### config.mk
export PLATFORM = sky130hd
export DESIGN_NAME = soc_miner_fetch_flat
export DESIGN_NICKNAME = d
export VERILOG_FILES = /design/src/rtl/soc_miner_fetch_if.sv /design/src/rtl/soc_miner_fetch.sv /design/src/flat_wrapper.sv
export SDC_FILE = /design/constraint.sdc
export NUM_CORES = 2
export LEC_CHECK = 0
export ABC_CLOCK_PERIOD_IN_PS = 6200
export BUFFER_PORTS_ARGS = -buffer_cell sky130_fd_sc_hd__clkbuf_2
export CAP_MARGIN = 30
export CORE_ASPECT_RATIO = 2
export CORE_MARGIN = 1.5
export CORE_UTILIZATION = 60
export CTS_BUF_LIST = sky130_fd_sc_hd__clkbuf_4
export DETAILED_ROUTE_END_ITERATION = 10
export GPL_ROUTABILITY_DRIVEN = 0
export PLACE_DENSITY_LB_ADDON = 0.25
export SYNTH_ARGS = -nofsm -noshare
export SYNTH_HDL_FRONTEND = slang
export SYNTH_SLANG_ARGS = --single-unit
### constraint.sdc
create_clock -name Clk -period 6.2 [get_ports Clk]
set_clock_uncertainty 0.1 [all_clocks]
set_input_delay 1.24 -clock Clk [delete_from_list [all_inputs] [get_ports Clk]]
set_output_delay 1.24 -clock Clk [all_outputs]
set_load 0.005 [all_outputs]
### src/rtl/soc_miner_fetch_if.sv
// Bundles the command, AXI3 read-channel and output-stream signals of the fetch stage.
// The master modport is the fetch block; slave is the surrounding system.
interface soc_miner_fetch_if #(
  parameter int MEMORY_DATA_WIDTH    = 64,
  parameter int MEMORY_ADDR_WIDTH    = 32,
  parameter int MEMORY_BUS_LEN_WIDTH = 4,
  parameter int MEMORY_ID_WIDTH      = 6
);
  logic                            cmd_valid;
  logic                            cmd_ready;
  logic [MEMORY_ADDR_WIDTH-1:0]    cmd_addr;
  logic [15:0]                     cmd_len;

  logic                            m_memory_arvalid;
  logic                            m_memory_arready;
  logic [MEMORY_ADDR_WIDTH-1:0]    m_memory_araddr;
  logic [MEMORY_BUS_LEN_WIDTH-1:0] m_memory_arlen;
  logic [MEMORY_ID_WIDTH-1:0]      m_memory_arid;
  logic [2:0]                      m_memory_arsize;
  logic [1:0]                      m_memory_arburst;
  logic [1:0]                      m_memory_arlock;
  logic [3:0]                      m_memory_arcache;
  logic [2:0]                      m_memory_arprot;
  logic [3:0]                      m_memory_arqos;

  logic                            m_memory_rvalid;
  logic                            m_memory_rready;
  logic [MEMORY_DATA_WIDTH-1:0]    m_memory_rdata;
  logic                            m_memory_rlast;
  logic [1:0]                      m_memory_rresp;
  logic [MEMORY_ID_WIDTH-1:0]      m_memory_rid;

  logic                            out_valid;
  logic                            out_ready;
  logic [MEMORY_DATA_WIDTH-1:0]    out_data;
  logic                            out_last;

  logic                            busy;
  logic                            done;
  logic                            error;

  modport master (
    input  cmd_valid, cmd_addr, cmd_len,
    output cmd_ready,
    output m_memory_arvalid, m_memory_araddr, m_memory_arlen, m_memory_arid,
    output m_memory_arsize, m_memory_arburst, m_memory_arlock, m_memory_arcache,
    output m_memory_arprot, m_memory_arqos,
    input  m_memory_arready,
    input  m_memory_rvalid, m_memory_rdata, m_memory_rlast, m_memory_rresp, m_memory_rid,
    output m_memory_rready,
    output out_valid, out_data, out_last,
    input  out_ready,
    output busy, done, error
  );

  modport slave (
    output cmd_valid, cmd_addr, cmd_len,
    input  cmd_ready,
    input  m_memory_arvalid, m_memory_araddr, m_memory_arlen, m_memory_arid,
    input  m_memory_arsize, m_memory_arburst, m_memory_arlock, m_memory_arcache,
    input  m_memory_arprot, m_memory_arqos,
    output m_memory_arready,
    output m_memory_rvalid, m_memory_rdata, m_memory_rlast, m_memory_rresp, m_memory_rid,
    input  m_memory_rready,
    input  out_valid, out_data, out_last,
    output out_ready,
    input  busy, done, error
  );
endinterface

### src/rtl/soc_miner_fetch.sv
// Read-DMA front end for the mining core: splits a beat-count command into 4 KB-safe
// AXI3 INCR bursts (one outstanding) and streams the returned beats through a local FIFO.
module soc_miner_fetch #(
  parameter int MEMORY_DATA_WIDTH    = 64,
  parameter int MEMORY_ADDR_WIDTH    = 32,
  parameter int MEMORY_BUS_LEN_WIDTH = 4,
  parameter int MEMORY_ID_WIDTH      = 6,
  parameter int FIFO_DEPTH           = 32,
  parameter int FETCH_ID             = 0
) (
  input logic               Clk,
  input logic               Rst_n,
  soc_miner_fetch_if.master bus
);
  localparam int DW = MEMORY_DATA_WIDTH;
  localparam int AW = MEMORY_ADDR_WIDTH;
  localparam int PW = $clog2(FIFO_DEPTH);

  typedef enum logic [1:0] {IDLE, REQ, RESP, FLUSH} state_t;

  state_t          r_state, w_next;
  logic [AW-1:0]   r_addr;
  logic [15:0]     r_rem;
  logic [4:0]      r_blen, r_beat;
  logic            r_error, r_done;
  logic [DW:0]     r_mem [FIFO_DEPTH];
  logic [PW-1:0]   r_wp, r_rp;
  logic [PW:0]     r_cnt;

  logic            w_cmd_ready, w_arvalid, w_rready;
  logic [9:0]      w_page;
  logic [4:0]      w_blen, w_blen_m1;
  logic [PW:0]     w_free;
  logic            w_credit, w_full, w_out_valid, w_out_last;
  logic            w_rbeat, w_pop, w_burst_last, w_tag_last, w_ar_hs;
  logic            w_unused;

  // Beats left before the next 4 KB page boundary (1..512).
  assign w_page = 10'd512 - {1'b0, r_addr[11:3]};

  always_comb begin
    w_blen = 5'd16;
    if (r_rem < 16'd16) w_blen = r_rem[4:0];
    if (w_page < {5'd0, w_blen}) w_blen = w_page[4:0];
  end

  assign w_blen_m1    = w_blen - 5'd1;
  assign w_free       = (PW+1)'(FIFO_DEPTH) - r_cnt;
  assign w_credit     = w_free >= (PW+1)'(w_blen);
  assign w_full       = r_cnt == (PW+1)'(FIFO_DEPTH);
  assign w_out_valid  = r_cnt != '0;
  assign w_out_last   = w_out_valid & r_mem[r_rp][DW];
  assign w_pop        = w_out_valid & bus.out_ready;
  assign w_rbeat      = bus.m_memory_rvalid & w_rready;
  assign w_ar_hs      = w_arvalid & bus.m_memory_arready;
  assign w_burst_last = (r_beat + 5'd1) == r_blen;
  // Remaining count is decremented at AR time, so zero here means this is the job's final burst.
  assign w_tag_last   = w_burst_last & (r_rem == 16'd0);
  assign w_unused     = ^{bus.m_memory_rid, bus.cmd_addr[2:0]};

  always_ff @(posedge Clk) begin
    if (!Rst_n) r_state <= IDLE;
    else        r_state <= w_next;
  end

  always_comb begin
    w_next      = r_state;
    w_cmd_ready = 1'b0;
    w_arvalid   = 1'b0;
    w_rready    = 1'b0;
    unique case (r_state)
      IDLE: begin
        w_cmd_ready = 1'b1;
        if (bus.cmd_valid && bus.cmd_len != 16'd0) w_next = REQ;
      end
      REQ: begin
        w_arvalid = w_credit;
        if (w_credit && bus.m_memory_arready) w_next = RESP;
      end
      RESP: begin
        // A pop on a full FIFO frees the slot in the same cycle.
        w_rready = !w_full || bus.out_ready;
        if (bus.m_memory_rvalid && w_rready && w_burst_last)
          w_next = (r_rem != 16'd0) ? REQ : FLUSH;
      end
      FLUSH: if (w_pop && w_out_last) w_next = IDLE;
      default: w_next = IDLE;
    endcase
  end

  always_ff @(posedge Clk) begin
    if (!Rst_n) begin
      r_addr  <= '0;
      r_rem   <= '0;
      r_blen  <= '0;
      r_beat  <= '0;
      r_error <= 1'b0;
      r_done  <= 1'b0;
      r_wp    <= '0;
      r_rp    <= '0;
      r_cnt   <= '0;
    end else begin
      r_done <= 1'b0;
      if (r_state == IDLE && bus.cmd_valid) begin
        r_addr  <= {bus.cmd_addr[AW-1:3], 3'b000};
        r_rem   <= bus.cmd_len;
        r_error <= 1'b0;
        if (bus.cmd_len == 16'd0) r_done <= 1'b1;
      end
      if (w_ar_hs) begin
        r_addr <= r_addr + AW'({w_blen, 3'b000});
        r_rem  <= r_rem - 16'(w_blen);
        r_blen <= w_blen;
        r_beat <= '0;
      end
      if (w_rbeat) begin
        r_beat <= r_beat + 5'd1;
        if (bus.m_memory_rresp != 2'b00 || bus.m_memory_rlast != w_burst_last) r_error <= 1'b1;
        r_wp <= r_wp + 1'b1;
      end
      if (w_pop) r_rp <= r_rp + 1'b1;
      if (w_rbeat && !w_pop)      r_cnt <= r_cnt + 1'b1;
      else if (!w_rbeat && w_pop) r_cnt <= r_cnt - 1'b1;
      if (r_state == FLUSH && w_pop && w_out_last) r_done <= 1'b1;
    end
  end

  always_ff @(posedge Clk) begin
    if (w_rbeat) r_mem[r_wp] <= {w_tag_last, bus.m_memory_rdata};
  end

  assign bus.cmd_ready        = w_cmd_ready;
  assign bus.m_memory_arvalid = w_arvalid;
  assign bus.m_memory_araddr  = r_addr;
  assign bus.m_memory_arlen   = (r_state == REQ) ? MEMORY_BUS_LEN_WIDTH'(w_blen_m1) : '0;
  assign bus.m_memory_arid    = MEMORY_ID_WIDTH'(FETCH_ID);
  assign bus.m_memory_arsize  = 3'b011;
  assign bus.m_memory_arburst = 2'b01;
  assign bus.m_memory_arlock  = 2'b00;
  assign bus.m_memory_arcache = 4'b0011;
  assign bus.m_memory_arprot  = 3'b000;
  assign bus.m_memory_arqos   = 4'b0000;
  assign bus.m_memory_rready  = w_rready;
  assign bus.out_valid        = w_out_valid;
  assign bus.out_data         = r_mem[r_rp][DW-1:0];
  assign bus.out_last         = w_out_last;
  assign bus.busy             = r_state != IDLE;
  assign bus.done             = r_done;
  assign bus.error            = r_error;
endmodule

### src/flat_wrapper.sv
// flat-port wrapper written by rule: the top's interface ports become plain ports
module soc_miner_fetch_flat 
#(
  parameter int MEMORY_DATA_WIDTH    = 64,
  parameter int MEMORY_ADDR_WIDTH    = 32,
  parameter int MEMORY_BUS_LEN_WIDTH = 4,
  parameter int MEMORY_ID_WIDTH      = 6,
  parameter int FIFO_DEPTH           = 32,
  parameter int FETCH_ID             = 0
)
  (Clk, Rst_n, bus_cmd_valid, bus_cmd_addr, bus_cmd_len, bus_cmd_ready, bus_m_memory_arvalid, bus_m_memory_araddr, bus_m_memory_arlen, bus_m_memory_arid, bus_m_memory_arsize, bus_m_memory_arburst, bus_m_memory_arlock, bus_m_memory_arcache, bus_m_memory_arprot, bus_m_memory_arqos, bus_m_memory_arready, bus_m_memory_rvalid, bus_m_memory_rdata, bus_m_memory_rlast, bus_m_memory_rresp, bus_m_memory_rid, bus_m_memory_rready, bus_out_valid, bus_out_data, bus_out_last, bus_out_ready, bus_busy, bus_done, bus_error);
  soc_miner_fetch_if #(.MEMORY_DATA_WIDTH(MEMORY_DATA_WIDTH), .MEMORY_ADDR_WIDTH(MEMORY_ADDR_WIDTH), .MEMORY_BUS_LEN_WIDTH(MEMORY_BUS_LEN_WIDTH), .MEMORY_ID_WIDTH(MEMORY_ID_WIDTH)) bus_i ();
  input logic Clk;
  input logic Rst_n;
  input wire logic [$bits(bus_i.cmd_valid)-1:0] bus_cmd_valid;
  input wire logic [$bits(bus_i.cmd_addr)-1:0] bus_cmd_addr;
  input wire logic [$bits(bus_i.cmd_len)-1:0] bus_cmd_len;
  output wire logic [$bits(bus_i.cmd_ready)-1:0] bus_cmd_ready;
  output wire logic [$bits(bus_i.m_memory_arvalid)-1:0] bus_m_memory_arvalid;
  output wire logic [$bits(bus_i.m_memory_araddr)-1:0] bus_m_memory_araddr;
  output wire logic [$bits(bus_i.m_memory_arlen)-1:0] bus_m_memory_arlen;
  output wire logic [$bits(bus_i.m_memory_arid)-1:0] bus_m_memory_arid;
  output wire logic [$bits(bus_i.m_memory_arsize)-1:0] bus_m_memory_arsize;
  output wire logic [$bits(bus_i.m_memory_arburst)-1:0] bus_m_memory_arburst;
  output wire logic [$bits(bus_i.m_memory_arlock)-1:0] bus_m_memory_arlock;
  output wire logic [$bits(bus_i.m_memory_arcache)-1:0] bus_m_memory_arcache;
  output wire logic [$bits(bus_i.m_memory_arprot)-1:0] bus_m_memory_arprot;
  output wire logic [$bits(bus_i.m_memory_arqos)-1:0] bus_m_memory_arqos;
  input wire logic [$bits(bus_i.m_memory_arready)-1:0] bus_m_memory_arready;
  input wire logic [$bits(bus_i.m_memory_rvalid)-1:0] bus_m_memory_rvalid;
  input wire logic [$bits(bus_i.m_memory_rdata)-1:0] bus_m_memory_rdata;
  input wire logic [$bits(bus_i.m_memory_rlast)-1:0] bus_m_memory_rlast;
  input wire logic [$bits(bus_i.m_memory_rresp)-1:0] bus_m_memory_rresp;
  input wire logic [$bits(bus_i.m_memory_rid)-1:0] bus_m_memory_rid;
  output wire logic [$bits(bus_i.m_memory_rready)-1:0] bus_m_memory_rready;
  output wire logic [$bits(bus_i.out_valid)-1:0] bus_out_valid;
  output wire logic [$bits(bus_i.out_data)-1:0] bus_out_data;
  output wire logic [$bits(bus_i.out_last)-1:0] bus_out_last;
  input wire logic [$bits(bus_i.out_ready)-1:0] bus_out_ready;
  output wire logic [$bits(bus_i.busy)-1:0] bus_busy;
  output wire logic [$bits(bus_i.done)-1:0] bus_done;
  output wire logic [$bits(bus_i.error)-1:0] bus_error;
  assign bus_i.cmd_valid = bus_cmd_valid;
  assign bus_i.cmd_addr = bus_cmd_addr;
  assign bus_i.cmd_len = bus_cmd_len;
  assign bus_cmd_ready = bus_i.cmd_ready;
  assign bus_m_memory_arvalid = bus_i.m_memory_arvalid;
  assign bus_m_memory_araddr = bus_i.m_memory_araddr;
  assign bus_m_memory_arlen = bus_i.m_memory_arlen;
  assign bus_m_memory_arid = bus_i.m_memory_arid;
  assign bus_m_memory_arsize = bus_i.m_memory_arsize;
  assign bus_m_memory_arburst = bus_i.m_memory_arburst;
  assign bus_m_memory_arlock = bus_i.m_memory_arlock;
  assign bus_m_memory_arcache = bus_i.m_memory_arcache;
  assign bus_m_memory_arprot = bus_i.m_memory_arprot;
  assign bus_m_memory_arqos = bus_i.m_memory_arqos;
  assign bus_i.m_memory_arready = bus_m_memory_arready;
  assign bus_i.m_memory_rvalid = bus_m_memory_rvalid;
  assign bus_i.m_memory_rdata = bus_m_memory_rdata;
  assign bus_i.m_memory_rlast = bus_m_memory_rlast;
  assign bus_i.m_memory_rresp = bus_m_memory_rresp;
  assign bus_i.m_memory_rid = bus_m_memory_rid;
  assign bus_m_memory_rready = bus_i.m_memory_rready;
  assign bus_out_valid = bus_i.out_valid;
  assign bus_out_data = bus_i.out_data;
  assign bus_out_last = bus_i.out_last;
  assign bus_i.out_ready = bus_out_ready;
  assign bus_busy = bus_i.busy;
  assign bus_done = bus_i.done;
  assign bus_error = bus_i.error;
  soc_miner_fetch #(.MEMORY_DATA_WIDTH(MEMORY_DATA_WIDTH), .MEMORY_ADDR_WIDTH(MEMORY_ADDR_WIDTH), .MEMORY_BUS_LEN_WIDTH(MEMORY_BUS_LEN_WIDTH), .MEMORY_ID_WIDTH(MEMORY_ID_WIDTH), .FIFO_DEPTH(FIFO_DEPTH), .FETCH_ID(FETCH_ID)) u_core (.Clk(Clk), .Rst_n(Rst_n), .bus(bus_i));
endmodule
### Word-level counts from Yosys, hierarchy flattened

Memory sizes are Yosys's and may differ from the RTL's. A register that Yosys moved wholly into a read port is not among the register bits.
Index checks and enable logic that the tools add are counted.

* add/sub/neg operators: 10
* $mul: 0
* div/mod/pow operators: 0
* order comparisons: 3
* equal/unequal tests: 10
* shift operators: 0
* muxes and demuxes: 30
* bitwise gates (word level): 5
* reduce and logical (&&, ||, !) cells: 27

Operator list (count)
* two-way mux 32 bit: 2
* adder 32 x 8 -> 32 bit: 1
* logical NOT 16 bit: 2
* two-way mux 16 bit: 2
* nonzero test 16 bit: 2
* two-way mux 5 bit: 6
* less-than comparator 16 x 5 -> 1 bit, second input constant: 1
* subtractor 16 x 5 -> 16 bit: 1
* adder 5 x 1 -> 5 bit, second input constant: 3
* two-way mux 6 bit: 2
* two-way mux 1 bit: 11
* logical AND 1 bit: 10
* less-than comparator 10 x 5 -> 1 bit: 1
* two-way mux 2 bit: 5
* nonzero test 2 bit: 5
* subtractor 10 x 9 -> 10 bit, first input constant: 1
* inequality test 2 x 1 -> 1 bit, second input constant: 4
* one-hot mux 2 bit (4 select lines): 1
* adder 6 x 1 -> 6 bit, second input constant: 1
* equality test 6 bit, second input constant: 1
* >= comparator 6 x 5 -> 1 bit: 1
* nonzero test 6 bit: 1
* subtractor 6 x 1 -> 6 bit, second input constant: 1
* subtractor 6 bit, first input constant: 1
* 11 further kinds: 19

* bits in registers: 78
* bits in latches: 0
* RAM bits: 2080
* ROM bits: 0
* output and inout port bits: 132
* memories kept: 1

Memory list
* u_core.r_mem: depth 32, width 65, read ports 1, clocked after Yosys merged registers in 1, write ports 1, RTL line soc_miner_fetch.sv:26 `logic [DW:0] r_mem [FIFO_DEPTH];`

### Depth between registers and ports, before layout

* word-level depth: 9
* mapped depth: 23
* depth with buffers taken out: 21

### Least setup slack after synthesis

No wires, ideal clock.

* path kind: input to register
* start: input port bus_out_ready
* end: memory u_core.r_mem[21][0] in the netlist's numbering, enable pin
* setup time: 489 ps
* arrival: 4982 ps
* data required time: 5611 ps
* slack: 630 ps
* cell stages on the path: 6
* buffers on the path: 1
* cell sequence: or4b_2 > nand4b_1 > inv_1 > buf_1 > nand2_1 > nor2_1

* cells in the longest elaborated chain, start to end: 5

Ends and longest elaborated chain
* from (decl): RTL line flat_wrapper.sv:39 `input wire logic [$bits(bus_i.out_ready)-1:0] bus_out_ready;`
* logical OR 1 bit: RTL line soc_miner_fetch.sv:82 `w_rready = !w_full || bus.out_ready;`
* two-way mux 1 bit: RTL line soc_miner_fetch.sv:71 `unique case (r_state)`
* bitwise AND 1 bit: RTL line soc_miner_fetch.sv:54 `assign w_rbeat = bus.m_memory_rvalid & w_rready;`
* via u_core.w_rbeat: RTL line soc_miner_fetch.sv:35 `logic w_rbeat, w_pop, w_burst_last, w_tag_last, w_ar_hs;`
* two-way mux 1 bit: RTL line soc_miner_fetch.sv:129 `if (w_rbeat) r_mem[r_wp] <= {w_tag_last, bus.m_memory_rdata};`
* two-way mux 1 bit (implied by the code): RTL line soc_miner_fetch.sv:129
* to (decl): RTL line soc_miner_fetch.sv:26

The timed path passes the listed nets, and every way through them passes these cells.

### Worst setup path in the final report

* start: register u_core.r_addr[3] (netlist: u_core.bus.m_memory_araddr[3])
* end: output port bus_m_memory_arvalid

* cells in the longest elaborated chain, start to end: 5

Ends and longest elaborated chain
* from (decl): RTL line soc_miner_fetch.sv:22 `logic [AW-1:0] r_addr;`
* from (signal assigned): RTL line soc_miner_fetch.sv:105 `r_addr <= {bus.cmd_addr[AW-1:3], 3'b000};`
* from (signal assigned): RTL line soc_miner_fetch.sv:111 `r_addr <= r_addr + AW'({w_blen, 3'b000});`
* subtractor 10 x 9 -> 10 bit (*): RTL line soc_miner_fetch.sv:39 `assign w_page = 10'd512 - {1'b0, r_addr[11:3]};`
* less-than comparator 10 x 5 -> 1 bit: RTL line soc_miner_fetch.sv:44 `if (w_page < {5'd0, w_blen}) w_blen = w_page[4:0];`
* two-way mux 5 bit (*): RTL line soc_miner_fetch.sv:44
* via u_core.w_blen[0]: RTL line soc_miner_fetch.sv:32 `logic [4:0] w_blen, w_blen_m1;`
* >= comparator 6 x 5 -> 1 bit (*): RTL line soc_miner_fetch.sv:49 `assign w_credit = w_free >= (PW+1)'(w_blen);`
* two-way mux 1 bit (*): RTL line soc_miner_fetch.sv:71
* to (decl): RTL line flat_wrapper.sv:19 `output wire logic [$bits(bus_i.m_memory_arvalid)-1:0] bus_m_memory_arvalid;`

Mark *: on every way through the listed nets, which the timed path passes. The rest lies on a longest branch.

==> metrics.txt <==
Slew Viols, Final=0; critical-path maximum fanout=6; min-delay worst type=primary input to flip-flop; Pre-antenna DRT Iters=5; Power Dens Cells=354 nW/um^2; number of enable flip-flop cells after synthesis=2080; Starting Density=0.604; crit path time final=6180 ps; type of origin of the critical path=flip-flop; run status=finished clean; DIE HEIGHT=533 um; Slew @ Worst Pin=1020 ps; Critical Path RT=4860 ps; die area=143000 sq um; post-synthesis cell count=3726; crit path kind=flip-flop to primary output; CTS Hold Bufs=0; worst IR drop on VDD=0.000274 V; DIE WIDTH=268 um; Reg area=64100 sq um; Setup WS post-layout=24.8 ps; synth unique cells=86; clock buffer depth=4; synth warn=0; Top FF cell, synth=edfxtp_1; vias=42500; largest net degree at the start of global routing=110; CTS sink cnt=2160; Final ANT Viol Nets=0; Rows=194; Worst-path clk slew=80 ps; hpwl dp=105000 um; ys async rst share=0; maximum capacitance violations=0; Clk Latency, worst-skew pair=1240 ps; Fill cells=8633; vias in the first global route=44100; I/O Buffers=222; # DRC=0; DR iter-0 viols=4262; fin area=94800 sq um; Fin. Hold Viols=0; htree depth=5; I/O pin count=259; fin crit share=0.996; core area=140000 sq um; Worst Setup End Kind=primary output; grt ovf=0; Synth Area per Inst=22.6 sq um; Vias per Instance=6.48; global-route wire length before repair=288000 um; worst slack at placement=449 ps; multi-input logic area=19800 sq um; total power=33.6 mW; initial antenna violation count=11; setup violators final=0; Syn-to-layout area delta=12.4%; Total GRT Usage=0.285; Synth Cell Area=84300 sq um; f_max=162 MHz; worst hold slack=142 ps; RSZ-0062 raised after global routing=yes; number of buffers created by CTS=448; drt wl/cell=30.4 um; fin nets=4509; clk root buf=clkbuf_4; Worst slew margin=0.311; CTS tree=done; Crit path arrival time=4840 ps; placement-stage cell area=88700 sq um; Leakage=29.8 nW; Total Wirelength=200000 um; sequential fraction of the synthesis area=0.760; FF+latch count, synth=2160; fraction of layout cells with a size suffix above 1=0.395
final timing paths:
| check | cells past startpoint | endpoint | from | slack, ps |
|---|---|---|---|---|
| worst min register to register | 2 | u_core.bus.error$_SDFF_PN0_ | u_core.bus.error$_SDFF_PN0_ | 360 |
| worst max-delay path | 18 | bus_m_memory_arvalid | u_core.bus.m_memory_araddr[3]$_SDFFE_PN0P_ | 20 |
| worst max register to register | 22 | u_core.bus.m_memory_araddr[21]$_SDFFE_PN0P_ | u_core.bus.m_memory_araddr[3]$_SDFFE_PN0P_ | 1030 |
| worst min-delay path | 3 | u_core.bus.m_memory_araddr[4]$_SDFFE_PN0P_ | bus_cmd_addr[4] | 140 |
where the power goes:
part           total (mW)  internal [mW]  switching, mW  leakage [nW]
sequential           16.4           16.1          0.239          19.4
clock                10.3           5.00           5.27          3.32
combinational        6.96           3.67           3.29          7.15
Yosys cell counts (11+ instances only):
master | number | area share
mux4_2 | 650 | 0.17
buf_1 | 51 | 0.0023
xor2_1 | 16 | 0.0017
o21ai_0 | 21 | 0.0012
edfxtp_1 | 2080 | 0.74
buf_4 | 27 | 0.0024
dfxtp_1 | 80 | 0.019
a211oi_1 | 12 | 0.0011
clkbuf_1 | 142 | 0.0063
nand4_1 | 15 | 0.0011
a21oi_1 | 36 | 0.0021
nand3_1 | 20 | 0.0012
xnor2_1 | 15 | 0.0016
a21o_1 | 11 | 0.00098
mux2_2 | 65 | 0.0087
a31oi_1 | 13 | 0.00096
ha_1 | 29 | 0.0043
nor4_1 | 12 | 0.00089
nor3_1 | 15 | 0.00089
and3_1 | 17 | 0.0013
nor2_1 | 121 | 0.0054
nand2_1 | 75 | 0.0033
inv_1 | 30 | 0.0013
logic make-up (layout without fill, tap and decap cells):
| group | count (synthesis) | after routing | share of synthesized area |
|---|---|---|---|
| flip-flops | 2160 | 2160 | 0.760 |
| multiplexers | 725 | 725 | 0.184 |
| AND/OR/NAND/NOR | 327 | 327 | 0.0187 |
| buffers and inverters | 254 | 1196 | 0.0126 |
| AO/OA/AOI/OAI | 194 | 194 | 0.0173 |
| adder cells (fa/ha/maj) | 33 | 33 | 0.00504 |
| XOR/XNOR | 31 | 31 | 0.00322 |
| other | 2 | 36 | 0.0000890 |
through the flow:
step / utilization / TNS, ps / instances
after global placement: 0.635 / 0 / 5738
after floorplan: - / 0 / 3751
final: 0.679 / 0 / 6564
after global routing: 0.679 / -95.2 / 6560
after CTS: 0.678 / -135 / 6544
after detailed placement: 0.635 / 0 / 5739
final cells by class:
cell class,instances,area share
tap,1862,0.0246
clock inverter,183,0.0110
clock buffer,609,0.0482
antenna,9,0.000238
sequential,2160,0.676
multi-input combinational,1337,0.208
timing repair buffer,374,0.0299
inverter,30,0.00119
critical path, cell delays in order, from the launching register on:
cell and delay (ps):
dfxtp_4 380, or4_4 560, nand2_4 80, inv_2 40, ha_4 230, a21o_1 190
o211a_1 150, a31oi_4 240, o211ai_4 170, nand3_2 110, o21ai_2 80, ha_1 300
nand2b_4 140, a21o_1 150, a211o_1 310, a211oi_2 180, buf_4 150, nor2_2 30
clkbuf_2 110
per-layer routing:
metal | wire length [um] | up-vias | global-route usage | share of wire
met3 | 15900 | 433 | 0.0489 | 0.080
li1 | - | 17400 | - | -
met4 | 6480 | 4 | 0.113 | 0.032
met2 | 107000 | 2286 | 0.496 | 0.54
met1 | 70100 | 22400 | 0.356 | 0.35
met5 | 29 | - | 0 | 0.00015
registers in the layout (all words and copies together), names as in the netlist, named ones only:
| signal | count |
|---|---|
| u_core.bus.done | 1 |
| u_core.bus.error | 1 |
| u_core.r_state | 2 |
| u_core.bus.m_memory_araddr | 29 |
| u_core.r_wp | 5 |
| u_core.r_rem | 16 |
| u_core.r_mem | 2080 |
| u_core.r_beat | 5 |
| u_core.r_rp | 5 |
| u_core.r_blen | 5 |
| u_core.r_cnt | 6 |
cells in the final DEF (no fill, tap or decap), types with 13 or more instances in the layout:
master and n:
edfxtp_1 2080, mux4_2 650, clkbuf_4 609, clkbuf_2 222, clkinv_1 124, buf_4 105
nor2_1 88, nand2_1 72, dfxtp_1 69, mux2_2 65, buf_12 43, a21oi_1 36
clkinv_2 36, nor2_4 32, inv_1 27, ha_1 27, conb_1 27, o21ai_0 21
nand3_1 19, and3_1 16, nand4_1 15, xnor2_1 15, nor3_1 14, xor2_1 14
a31oi_1 13
timing repair:
item / 4_1_cts / 5_1_grt
pin swaps: 13 / 10
resized for setup: 39 / 10
buffers inserted: 13 / 8
setup endpoints to repair: 4 / 1
(Power assumes the default switching activity.)
